[src/rtl/cpu_types_pkg.sv]
// Shared types for the sequential ALU: operation codes, FSM states and the
// pattern returned for undefined operation codes.
package cpu_types_pkg;

   // Eleven single-cycle codes followed by the four iterative ones
   typedef enum logic [4:0] {
      OP_SLL  = 5'd0,
      OP_SRL  = 5'd1,
      OP_SRA  = 5'd2,
      OP_ADD  = 5'd3,
      OP_SUB  = 5'd4,
      OP_AND  = 5'd5,
      OP_OR   = 5'd6,
      OP_XOR  = 5'd7,
      OP_NOR  = 5'd8,
      OP_SLT  = 5'd9,
      OP_SLTU = 5'd10,
      OP_MUL  = 5'd11,
      OP_MULU = 5'd12,
      OP_DIV  = 5'd13,
      OP_DIVU = 5'd14
   } seqop_t;

   typedef enum logic [1:0] {
      IDLE = 2'd0,
      MUL  = 2'd1,
      DIV  = 2'd2,
      DONE = 2'd3
   } seq_state_t;

   localparam logic [31:0] SEQ_BAD = 32'hBADC0DE;

   // True for operations that run through the iterative datapath
   function automatic logic is_iter_op(input seqop_t o);
      return (o == OP_MUL) || (o == OP_MULU) || (o == OP_DIV) || (o == OP_DIVU);
   endfunction

endpackage

[src/rtl/seq_alu_iter.sv]
// Iterative datapath for seq_alu: one shift-add (multiply) or restoring
// shift-subtract (divide) step per cycle on unsigned magnitudes.
// Ports:
//   CLK, RST  clock, synchronous active-high reset
//   start     load magnitudes and counter (W-1) for a new operation
//   div_op    operation loaded by start is a divide
//   step      perform one iteration this cycle
//   a_mag     multiplicand / dividend magnitude
//   b_mag     multiplier / divisor magnitude
//   res_c     accumulator value after the current step
//             multiply: full 2W product; divide: {remainder, quotient}
//   last_c    current step is the final one
// Build option: SEQ_ALU_MUL_EARLY_EN ends a multiply as soon as the
// remaining multiplier bits are all zero.
module seq_alu_iter #(
   parameter int unsigned W     = 32,
   parameter int unsigned CNT_W = $clog2(W)
) (
   input  logic           CLK,
   input  logic           RST,
   input  logic           start,
   input  logic           div_op,
   input  logic           step,
   input  logic [W-1:0]   a_mag,
   input  logic [W-1:0]   b_mag,
   output logic [2*W-1:0] res_c,
   output logic           last_c
);

   logic [2*W-1:0] acc;
   logic [2*W-1:0] mcand;
   logic [W-1:0]   mplr;
   logic [CNT_W-1:0] cnt;
   logic           div_mode;

   logic [2*W-1:0] acc_step;
   logic [2*W-1:0] mcand_step;
   logic [W-1:0]   mplr_step;
   logic [W:0]     part;
   logic [W-1:0]   rem_sub;
   logic           ge;

   // One iteration: divide uses acc = {remainder, dividend/quotient}
   always_comb begin
      acc_step   = acc;
      mcand_step = mcand;
      mplr_step  = mplr;
      part       = {acc[2*W-1:W], acc[W-1]};
      ge         = part >= {1'b0, mcand[W-1:0]};
      rem_sub    = W'(part - {1'b0, mcand[W-1:0]});
      if (div_mode) begin
         if (ge) acc_step = {rem_sub, acc[W-2:0], 1'b1};
         else    acc_step = {acc[2*W-2:W], acc[W-1], acc[W-2:0], 1'b0};
      end else begin
         acc_step   = mplr[0] ? (acc + mcand) : acc;
         mcand_step = mcand << 1;
         mplr_step  = mplr >> 1;
      end
   end

   assign res_c = acc_step;

`ifdef SEQ_ALU_MUL_EARLY_EN
   assign last_c = (cnt == '0) || (!div_mode && (mplr_step == '0));
`else
   assign last_c = (cnt == '0);
`endif

   // Operand / accumulator registers
   always_ff @(posedge CLK) begin
      if (RST) begin
         acc      <= '0;
         mcand    <= '0;
         mplr     <= '0;
         cnt      <= '0;
         div_mode <= 1'b0;
      end else if (start) begin
         div_mode <= div_op;
         cnt      <= CNT_W'(W - 1);
         if (div_op) begin
            acc   <= {W'(0), a_mag};
            mcand <= {W'(0), b_mag};
            mplr  <= '0;
         end else begin
            acc   <= '0;
            mcand <= {W'(0), a_mag};
            mplr  <= b_mag;
         end
      end else if (step) begin
         acc   <= acc_step;
         mcand <= mcand_step;
         mplr  <= mplr_step;
         cnt   <= cnt - CNT_W'(1);
      end
   end

endmodule

[src/rtl/seq_alu.sv]
// Handshaked sequential integer ALU for the execute stage. Single-cycle ops
// register their result one cycle after accept; MUL/MULU/DIV/DIVU iterate
// W cycles in seq_alu_iter and produce {out_hi, out_lo}.
// Ports:
//   CLK, RST             clock, synchronous active-high reset
//   in_valid / in_ready  request handshake (in_ready only in IDLE, no result held)
//   op, a, b             operation code (seqop_t) and operands
//   out_valid/out_ready  result handshake; result held until consumed
//   out_lo, out_hi       result/product low/quotient, product high/remainder
//   nf, zf, vf, dz       negative, zero, signed overflow, divide by zero
// Build option: SEQ_ALU_MUL_EARLY_EN (early multiply termination, see
// seq_alu_iter).
module seq_alu
   import cpu_types_pkg::*;
#(
   parameter int unsigned W     = 32,
   parameter int unsigned CNT_W = $clog2(W)
) (
   input  logic         CLK,
   input  logic         RST,
   input  logic         in_valid,
   output logic         in_ready,
   input  logic [4:0]   op,
   input  logic [W-1:0] a,
   input  logic [W-1:0] b,
   output logic         out_valid,
   input  logic         out_ready,
   output logic [W-1:0] out_lo,
   output logic [W-1:0] out_hi,
   output logic         nf,
   output logic         zf,
   output logic         vf,
   output logic         dz
);

   localparam int unsigned        REPS    = (W + 31) / 32;
   localparam logic [REPS*32-1:0] BAD_REP = {REPS{SEQ_BAD}};
   localparam logic [W-1:0]       BAD_W   = BAD_REP[W-1:0];
   localparam logic [W-1:0]       MIN_W   = {1'b1, {(W-1){1'b0}}};

   seq_state_t state;
   seqop_t     op_c;

   // Per-operation facts captured at accept for the final iteration
   logic [W-1:0] a_q;
   logic         neg_q;
   logic         negr_q;
   logic         dz_q;
   logic         ovf_q;

   logic           accept_c, is_mul_c, is_div_c, sgn_c;
   logic           a_neg_c, b_neg_c, start_c, step_c, load_c;
   logic [W-1:0]   a_mag_c, b_mag_c, sum_c, dif_c;
   logic [CNT_W-1:0] shamt_c;
   logic [2*W-1:0] iter_res_c, prod_c;
   logic [W-1:0]   quo_c, rem_c;
   logic           iter_last_c;
   logic [W-1:0]   res_lo_c, res_hi_c;
   logic           res_vf_c, res_dz_c;

   assign op_c     = seqop_t'(op);
   assign accept_c = in_valid && in_ready;
   assign is_mul_c = (op_c == OP_MUL) || (op_c == OP_MULU);
   assign is_div_c = (op_c == OP_DIV) || (op_c == OP_DIVU);
   assign sgn_c    = (op_c == OP_MUL) || (op_c == OP_DIV);
   assign a_neg_c  = sgn_c && a[W-1];
   assign b_neg_c  = sgn_c && b[W-1];
   assign a_mag_c  = a_neg_c ? -a : a;
   assign b_mag_c  = b_neg_c ? -b : b;
   assign start_c  = (state == IDLE) && accept_c && is_iter_op(op_c);
   assign step_c   = (state == MUL) || (state == DIV);
   assign load_c   = ((state == IDLE) && accept_c && !is_iter_op(op_c)) ||
                     (step_c && iter_last_c);

   assign sum_c   = a + b;
   assign dif_c   = a - b;
   assign shamt_c = b[CNT_W-1:0];

   // Signed results are formed from magnitudes and corrected here
   assign prod_c = neg_q ? -iter_res_c : iter_res_c;
   assign quo_c  = iter_res_c[W-1:0];
   assign rem_c  = iter_res_c[2*W-1:W];

   seq_alu_iter #(.W(W), .CNT_W(CNT_W)) u_iter (
      .CLK    (CLK),
      .RST    (RST),
      .start  (start_c),
      .div_op (is_div_c),
      .step   (step_c),
      .a_mag  (a_mag_c),
      .b_mag  (b_mag_c),
      .res_c  (iter_res_c),
      .last_c (iter_last_c)
   );

   // Result selection: iterative finish in MUL/DIV, single-cycle op otherwise
   always_comb begin
      res_lo_c = '0;
      res_hi_c = '0;
      res_vf_c = 1'b0;
      res_dz_c = 1'b0;
      case (state)
         MUL: begin
            res_lo_c = prod_c[W-1:0];
            res_hi_c = prod_c[2*W-1:W];
         end
         DIV: begin
            if (dz_q) begin
               res_lo_c = '1;
               res_hi_c = a_q;
               res_dz_c = 1'b1;
            end else begin
               res_lo_c = neg_q  ? -quo_c : quo_c;
               res_hi_c = negr_q ? -rem_c : rem_c;
               res_vf_c = ovf_q;
            end
         end
         default: begin
            case (op_c)
               OP_SLL:  res_lo_c = a << shamt_c;
               OP_SRL:  res_lo_c = a >> shamt_c;
               OP_SRA:  res_lo_c = $unsigned($signed(a) >>> shamt_c);
               OP_ADD: begin
                  res_lo_c = sum_c;
                  res_vf_c = (a[W-1] == b[W-1]) && (sum_c[W-1] != a[W-1]);
               end
               OP_SUB: begin
                  res_lo_c = dif_c;
                  res_vf_c = (a[W-1] != b[W-1]) && (dif_c[W-1] != a[W-1]);
               end
               OP_AND:  res_lo_c = a & b;
               OP_OR:   res_lo_c = a | b;
               OP_XOR:  res_lo_c = a ^ b;
               OP_NOR:  res_lo_c = ~(a | b);
               OP_SLT:  res_lo_c = W'($signed(a) < $signed(b));
               OP_SLTU: res_lo_c = W'(a < b);
               default: res_lo_c = BAD_W;
            endcase
         end
      endcase
   end

   // Control FSM, handshake and registered outputs
   always_ff @(posedge CLK) begin
      if (RST) begin
         state     <= IDLE;
         in_ready  <= 1'b1;
         out_valid <= 1'b0;
         out_lo    <= '0;
         out_hi    <= '0;
         nf        <= 1'b0;
         zf        <= 1'b0;
         vf        <= 1'b0;
         dz        <= 1'b0;
         a_q       <= '0;
         neg_q     <= 1'b0;
         negr_q    <= 1'b0;
         dz_q      <= 1'b0;
         ovf_q     <= 1'b0;
      end else begin
         case (state)
            IDLE: begin
               if (accept_c) begin
                  in_ready <= 1'b0;
                  a_q      <= a;
                  neg_q    <= a_neg_c ^ b_neg_c;
                  negr_q   <= a_neg_c;
                  dz_q     <= is_div_c && (b == '0);
                  ovf_q    <= (op_c == OP_DIV) && (a == MIN_W) && (b == '1);
                  if (is_mul_c)      state <= MUL;
                  else if (is_div_c) state <= DIV;
                  else               state <= DONE;
               end
            end
            MUL, DIV: begin
               if (iter_last_c) state <= DONE;
            end
            DONE: begin
               if (out_ready) begin
                  out_valid <= 1'b0;
                  in_ready  <= 1'b1;
                  state     <= IDLE;
               end
            end
            default: state <= IDLE;
         endcase

         if (load_c) begin
            out_valid <= 1'b1;
            out_lo    <= res_lo_c;
            out_hi    <= res_hi_c;
            nf        <= res_lo_c[W-1];
            zf        <= (res_lo_c == '0);
            vf        <= res_vf_c;
            dz        <= res_dz_c;
         end
      end
   end

endmodule

[config.mk]
export PLATFORM = sky130hd
export DESIGN_NAME = seq_alu
export DESIGN_NICKNAME = d
export VERILOG_FILES = /design/src/rtl/cpu_types_pkg.sv /design/src/rtl/seq_alu_iter.sv /design/src/rtl/seq_alu.sv
export SDC_FILE = /design/constraint.sdc
export NUM_CORES = 2
export LEC_CHECK = 0
export CAP_MARGIN = 20
export CORE_MARGIN = 4
export CORE_UTILIZATION = 37
export DETAILED_ROUTE_END_ITERATION = 12
export PLACE_DENSITY_LB_ADDON = 0.2
export SLEW_MARGIN = 15
export SYNTH_ARGS = -nofsm -noshare
export SYNTH_HDL_FRONTEND = slang
export SYNTH_HIERARCHICAL = 1
export SYNTH_SLANG_ARGS = --single-unit
[constraint.sdc]
create_clock -name CLK -period 5.63 [get_ports CLK]
set_input_delay 1.126 -clock CLK [delete_from_list [all_inputs] [get_ports CLK]]
set_output_delay 1.126 -clock CLK [all_outputs]
set_load 0.1 [all_outputs]
# Word-level counts from Yosys, hierarchy flattened
# Index checks and enable logic that the tools add are counted.
dict set report totals {
  register_bits 274
  romBits 0
  memories 0
  ram_bits 0
  input_bits 73
  latchBits 0
}
dict set report op_classes {
  n_shift 3
  n_mul 0
  muxes 43
  n_div 0
  n_addsub 10
  n_bitwise 5
  eq_ne 27
  order_cmp 3
  n_reduce_logical 35
}
# cell n
set ops {}
lappend ops {{$mux 64} 9}
lappend ops {{$mux 32} 12}
lappend ops {{$pmux 32 s11} 1}
lappend ops {{$neg 32->32} 4}
lappend ops {{$pmux 32 s2} 2}
lappend ops {{$add 64x64->64} 1}
lappend ops {{$eq 32x32->1 const B} 2}
lappend ops {{$logic_not 32->1} 2}
lappend ops {{$lt 32x32->1} 2}
lappend ops {{$neg 64->64} 1}
lappend ops {{$sub 32x32->32} 2}
lappend ops {{$eq 5x4->1 const B} 7}
lappend ops {{$ge 33x32->1} 1}
lappend ops {{$add 32x32->32} 1}
lappend ops {{$and 32x32->32} 1}
lappend ops {{$not 32->32} 1}
lappend ops {{$or 32x32->32} 1}
lappend ops {{$shl 32x5->32} 1}
lappend ops {{$shr 32x5->32} 1}
lappend ops {{$sshr 32x5->32} 1}
lappend ops {{$xor 32x32->32} 1}
lappend ops {{$eq 5x3->1 const B} 4}
lappend ops {{$logic_and 1x1->1} 12}
lappend ops {{$eq 5x2->1 const B} 2}
lappend ops {{21 further kinds} 54}

# Depth between registers and ports, before layout
dict set report depth {
  ltp_word 9
  ltp_mapped 26
  mapped_depth_nobuf 24
}

# By module
# The synthesis kept the hierarchy.
# module seq_area_each_um2 instances cells_each area_per_inst_um2
set by_module_without_submodules {}
lappend by_module_without_submodules {seq_alu 2142.1 1 2588 18215.0}
lappend by_module_without_submodules {seq_alu_iter 3323.2 1 1904 14218.6}

# Least setup slack after synthesis
# OpenSTA, ideal clock, no wires.
dict set report synth_path {
  path_type {in2reg}
  startpoint {in b[2]}
  endpoint {reg zf}
  setup_ps 96
  arrival_time_ps 5778
  setup_slack_ps -244
  stages 18
  cell_sequence {clkbuf_1 > inv_1 > buf_1 > clkbuf_1 > buf_1 > ha_1 > clkbuf_1 > o21bai_1 > nand3_1 > a31oi_1 > a2111o_1 > a21boi_0 > o41ai_1 > mux2_2 > a31oi_1 > or4_1 > or4b_1 > o41ai_2}
}
dict set report synth_between {
  elab_chain_len 5
}
# item line
set synth_rtl {}
lappend synth_rtl {{start: declaration} seq_alu.sv:25} ;# input logic [W-1:0] b,
lappend synth_rtl {{parallel branches: the longest is 2 deep, another holds $sub 32x32->32} n/a}
lappend synth_rtl {{$pmux 32 s11 *} seq_alu.sv:119} ;# case (op_c)
lappend synth_rtl {{$pmux 32 s2 *} seq_alu.sv:102} ;# case (state)
lappend synth_rtl {{$logic_not 32->1 *} seq_alu.sv:193} ;# zf <= (res_lo_c == '0);
lappend synth_rtl {{end signal: assignment} seq_alu.sv:193}
lappend synth_rtl {{end: declaration} seq_alu.sv:31} ;# output logic zf,
# Mark *: on every way between the ends.
# A chain may end at the register's enable or synchronous reset.

# Worst setup path in the final report
dict set report layout_path {
  startpoint {reg u_iter.acc[0]}
  endpoint {reg zf}
}
dict set report layout_between {
  elab_chain_len 8
}
# item line
set layout_rtl {}
lappend layout_rtl {{start: declaration} seq_alu_iter.sv:30} ;# logic [2*W-1:0] acc;
lappend layout_rtl {{start signal: assignment} seq_alu_iter.sv:81} ;# acc <= {W'(0), a_mag};
lappend layout_rtl {{start signal: assignment} seq_alu_iter.sv:90} ;# acc <= acc_step;
lappend layout_rtl {{$add 64x64->64 *} seq_alu_iter.sv:55} ;# acc_step = mplr[0] ? (acc + mcand) : acc;
lappend layout_rtl {{$mux 64 *} seq_alu_iter.sv:55}
lappend layout_rtl {{$mux 64 *} seq_alu_iter.sv:51} ;# if (div_mode) begin
lappend layout_rtl {{net iter_res_c[14]} seq_alu.sv:55} ;# logic [2*W-1:0] iter_res_c, prod_c;
lappend layout_rtl {{$neg 32->32} seq_alu.sv:113} ;# res_lo_c = neg_q ? -quo_c : quo_c;
lappend layout_rtl {{$mux 32} seq_alu.sv:113}
lappend layout_rtl {{$mux 32} seq_alu.sv:108} ;# if (dz_q) begin
lappend layout_rtl {{$pmux 32 s2 *} seq_alu.sv:102}
lappend layout_rtl {{$logic_not 32->1 *} seq_alu.sv:193}
# The timed path passes the listed nets; every way through them passes the cells marked *.

==> results.sh <==
export IMPL_status="finished with violations"
export IMPL_violations="setup timing"
export IMPL_grt_overflow=0
export IMPL_cp_arrival_ps=6350
export IMPL_start_kind="register"
export IMPL_slew_viol_final=0
export IMPL_synthesis_nets=4782
export IMPL_vias=40400
export IMPL_syn_inst=4492
export IMPL_antenna_left=0
export IMPL_synth_simple_gate_area_frac=0.217
export IMPL_r2r_cells=20
export IMPL_grt_pass1_vias=38800
export IMPL_synth_ff_type="dfxtp_1"
export IMPL_grt_max_degree=82
export IMPL_cts_sinks=273
export IMPL_clockBufferDepth=3
export IMPL_cpMostUsedCell="or4_4"
export IMPL_switching_share=0.496
export IMPL_worstPathMaxFanout=4
export IMPL_share_comb_of_total_power=0.688
export IMPL_min_path_cells=2
export IMPL_multi_input_area_sq_mm=0.0258
export IMPL_cts_tree="done"
export IMPL_r2r_start="u_iter/acc[0]$_SDFFE_PP0P_"
export IMPL_num_rows=108
export IMPL_crit_chain="ha_2 > fa_2 > a211oi_2 > nor2_2 > a211oi_2 > o31ai_2 > xor2_1 > mux2i_1 > o21ai_1 > or4_4 > or4_4 > o31ai_4 > xor2_1 > nand2_1 > or4_4 > o31ai_4 > o2111ai_1 > or4_1 > or4b_4 > o41ai_4"
export IMPL_slew_headroom=0.171
export IMPL_yosys_warnings=6
export IMPL_worst_slack_ps=-273
export IMPL_cp_num_buf_inv=0
export IMPL_hold_path_end="a_q[21]$_SDFFE_PP0P_"
export IMPL_firstDrtPassIters=5
export IMPL_drt_initial_drc_count=4355
export IMPL_htreeDepth=2
export IMPL_p_total_w=0.0161
export IMPL_slowest_stage="or4_4"
export IMPL_hpwl_um=150000
export IMPL_synth_area_sq_mm=0.0324
export IMPL_synthMuxAreaShare=0.0881
export IMPL_synthXorXnorAreaFrac=0.0667
export IMPL_grt_pass1_wl_um=265000
export IMPL_pwr_share_seq=0.157
export IMPL_clk_pin_slew_worst_paths_ps=60
export IMPL_ir_worst_vdd_v=0.000247
export IMPL_powerDensity_mw_per_mm2=370
export IMPL_initial_core_util=0.373
export IMPL_hp_class="reg2reg"
export IMPL_max_freq_mhz=169
export IMPL_drc=0
export IMPL_maxCapViolations=0
export IMPL_period_minus_slack_ps=5900
export IMPL_num_io_pins=143
export IMPL_path_class="reg2reg"
export IMPL_regArea_sq_mm=0.00549
export IMPL_synth_top_family_by_area="compound AO/OA/AOI/OAI gates"
export IMPL_dp_slack_ps=-619
export IMPL_p_switching_w=0.00800
export IMPL_worst_pin_slew_ps=1240
export IMPL_avgSynthCellArea_sq_um=7.22
export IMPL_clkPwrFrac=0.155
export IMPL_synth_seq_cells=273
export IMPL_cts_made_buffers=35
export IMPL_wl_per_cell_um=28.7
export IMPL_setup_viol=2
export IMPL_endpoint_kind="register"
export IMPL_max_stage_delay_ps=610
export IMPL_nFillCells=8786
export IMPL_grt_setup_unrepaired="true"
export IMPL_portBuffers=142
export IMPL_synthAdderAreaFrac=0.0846
export IMPL_track_usage=0.379
export IMPL_wirelength_um=186000
export IMPL_p_leak_nw=18.0
export IMPL_critPathRequiredTime_ps=6080
export IMPL_die_w_um=304
export IMPL_synth_edff_count=0
export IMPL_routed_via_density=6.23
export IMPL_antenna_found_initial=15
export IMPL_synth_cell_types=107
export IMPL_r2r_end="zf$_SDFFE_PP0P_"
export IMPL_synth_compound_area_frac=0.311
export IMPL_fin_hold_ws_ps=455
export IMPL_final_nets=5585
export IMPL_dieArea_sq_mm=0.0925
export IMPL_fin_tns_setup_ps=-316
export IMPL_yosysSeqAreaShare=0.169
export IMPL_r2r_slack_ps=-270
export IMPL_drive_above_1_share=0.261
export IMPL_ys_async_sr_fraction=0
export IMPL_insertion_delay_ps=560
export IMPL_place_congestion=1.08
export IMPL_cts_root_buf="clkbuf_16"
export IMPL_final_hold_violation_count=0
export IMPL_core_sq_mm=0.0869
export IMPL_hold_start="a_q[21]$_SDFFE_PP0P_"
export IMPL_skew_ps=21.9
export IMPL_die_h_um=304
export IMPL_crit_family="simple AND/OR/NAND/NOR gates"
export IMPL_post_route_period_util=1.05
export IMPL_p_int_w=0.00813
export IMPL_synthToLayoutAreaGrowth_pct=34.5
[area by class of cell]
cell class	count	share of cell area
timing repair buffer	1112	0.205
multi-input combinational	3688	0.591
clock buffer	47	0.0237
clock inverter	14	0.00470
tap	1155	0.0331
inverter	185	0.0159
sequential	273	0.126
antenna	10	0.000573
[synthesized netlist by cell type (13+ instances only)]
cell / n / area (sq um)
nand2_1: 504 / 1890
nor2_1: 422 / 1580
a21oi_1: 368 / 1840
o21ai_0: 294 / 1470
clkbuf_1: 285 / 1070
dfxtp_1: 273 / 5470
ha_1: 213 / 2670
inv_1: 182 / 683
xnor2_1: 163 / 1430
nor3_1: 123 / 616
a211oi_1: 97 / 728
mux2i_1: 93 / 931
nand3_1: 92 / 460
a22oi_1: 90 / 676
xor2_1: 84 / 736
a221oi_1: 65 / 569
mux2_2: 65 / 732
a31oi_1: 62 / 388
a21o_1: 60 / 450
nand4_1: 60 / 375
mux4_2: 53 / 1190
o22ai_1: 51 / 319
a22o_1: 41 / 359
nor4_1: 40 / 250
o211ai_1: 40 / 300
nor2b_1: 39 / 244
o31ai_1: 36 / 270
and3_1: 35 / 219
or3_1: 34 / 213
nand2b_1: 32 / 200
o21a_1: 29 / 218
buf_1: 28 / 105
or2_2: 24 / 150
or4_1: 22 / 165
and2_1: 21 / 131
o2111ai_1: 20 / 175
buf_2: 18 / 90.1
o41ai_1: 16 / 140
a211o_1: 15 / 131
o21bai_1: 15 / 113
o31a_1: 15 / 131
nor3b_1: 13 / 97.6
[cell usage in the layout (no fill, tap or decap), types with 84 or more instances in the layout]
| cell type | count |
|---|---|
| mux2i_1 | 91 |
| inv_1 | 175 |
| nor3_1 | 118 |
| xor2_1 | 84 |
| a211oi_1 | 88 |
| xnor2_1 | 163 |
| buf_4 | 952 |
| clkdlybuf4s50_1 | 137 |
| nor2_1 | 403 |
| a22oi_1 | 88 |
| a21oi_1 | 345 |
| ha_1 | 197 |
| nand2_1 | 497 |
| nand3_1 | 92 |
| dfxtp_1 | 259 |
| o21ai_0 | 276 |
[registers in the layout, indices dropped and copies added (netlist names), 2 cells and up]
name,flops
out_hi,32
u_iter/acc,64
out_lo,32
a_q,32
u_iter/mplr,32
state,2
u_iter/mcand,64
u_iter/cnt,5
[metrics by stage]
step | cells | instance area, sq um | util
finish | 6484 | 43600 | 0.502
global route | 6474 | 43600 | 0.502
CTS | 6464 | 42900 | 0.494
detailed placement | 6393 | 41300 | 0.476
global placement | 6391 | 41300 | 0.475
floorplan | 4492 | 32400 | -
[tightest hold or removal path: cells and delay by family (launching register included)]
kind             cells  cell delay (ps)
flip-flops           1              310
AND/OR/NAND/NOR      1               50
AO/OA/AOI/OAI        1               50
[kinds of logic (layout without fill, tap and decap cells)]
kind of cell    Yosys count  in the layout
xor+xnor                247            247
buf+inv                 531           1358
fa+ha+maj               217            217
simple gates           1508           1508
compound gates         1505           1505
flops                   273            273
mux                     211            211
other cells               0             10
[power by group through the flow]
stage / Clock (W) / Combinational (W) / Sequential [W]
finish: 0.00250 / 0.0111 / 0.00253
global route: 0.00260 / 0.0117 / 0.00257
CTS: 0.00253 / 0.0105 / 0.00252
detailed placement: 0 / 0.0102 / 0.00255
global placement: 0 / 0.0102 / 0.00254
floorplan: 0 / 0.00517 / 0.00313
[repair_timing]
action                     in CTS  in global routing
pin swaps                      26                 19
cloned                          0                  1
resized for setup              54                135
hold buffers                    0                  0
buffers inserted               10                  9
setup endpoints to repair      28                 27
[worst max path at each step]
stage | startpoint | to | slack (ps) | cells after the start
after floorplan | u_iter/acc[0]$_SDFFE_PP0P_ | zf$_SDFFE_PP0P_ | 3 | 21
after global placement | u_iter/acc[4]$_SDFFE_PP0P_ | zf$_SDFFE_PP0P_ | -500 | 21
after detailed placement | u_iter/acc[4]$_SDFFE_PP0P_ | zf$_SDFFE_PP0P_ | -620 | 22
after CTS | u_iter/acc[0]$_SDFFE_PP0P_ | zf$_SDFFE_PP0P_ | -160 | 21
after global routing | u_iter/acc[0]$_SDFFE_PP0P_ | zf$_SDFFE_PP0P_ | -360 | 20
final | u_iter/acc[0]$_SDFFE_PP0P_ | zf$_SDFFE_PP0P_ | -270 | 20
[layer usage]
metal  routed length, um  share of wire  track usage
met2               82900           0.45        0.611
met4               14400          0.078        0.244
met1               71900           0.39        0.463
met5                  84        0.00045            0
met3               16500          0.089       0.0727
(Power assumes the default switching activity.)
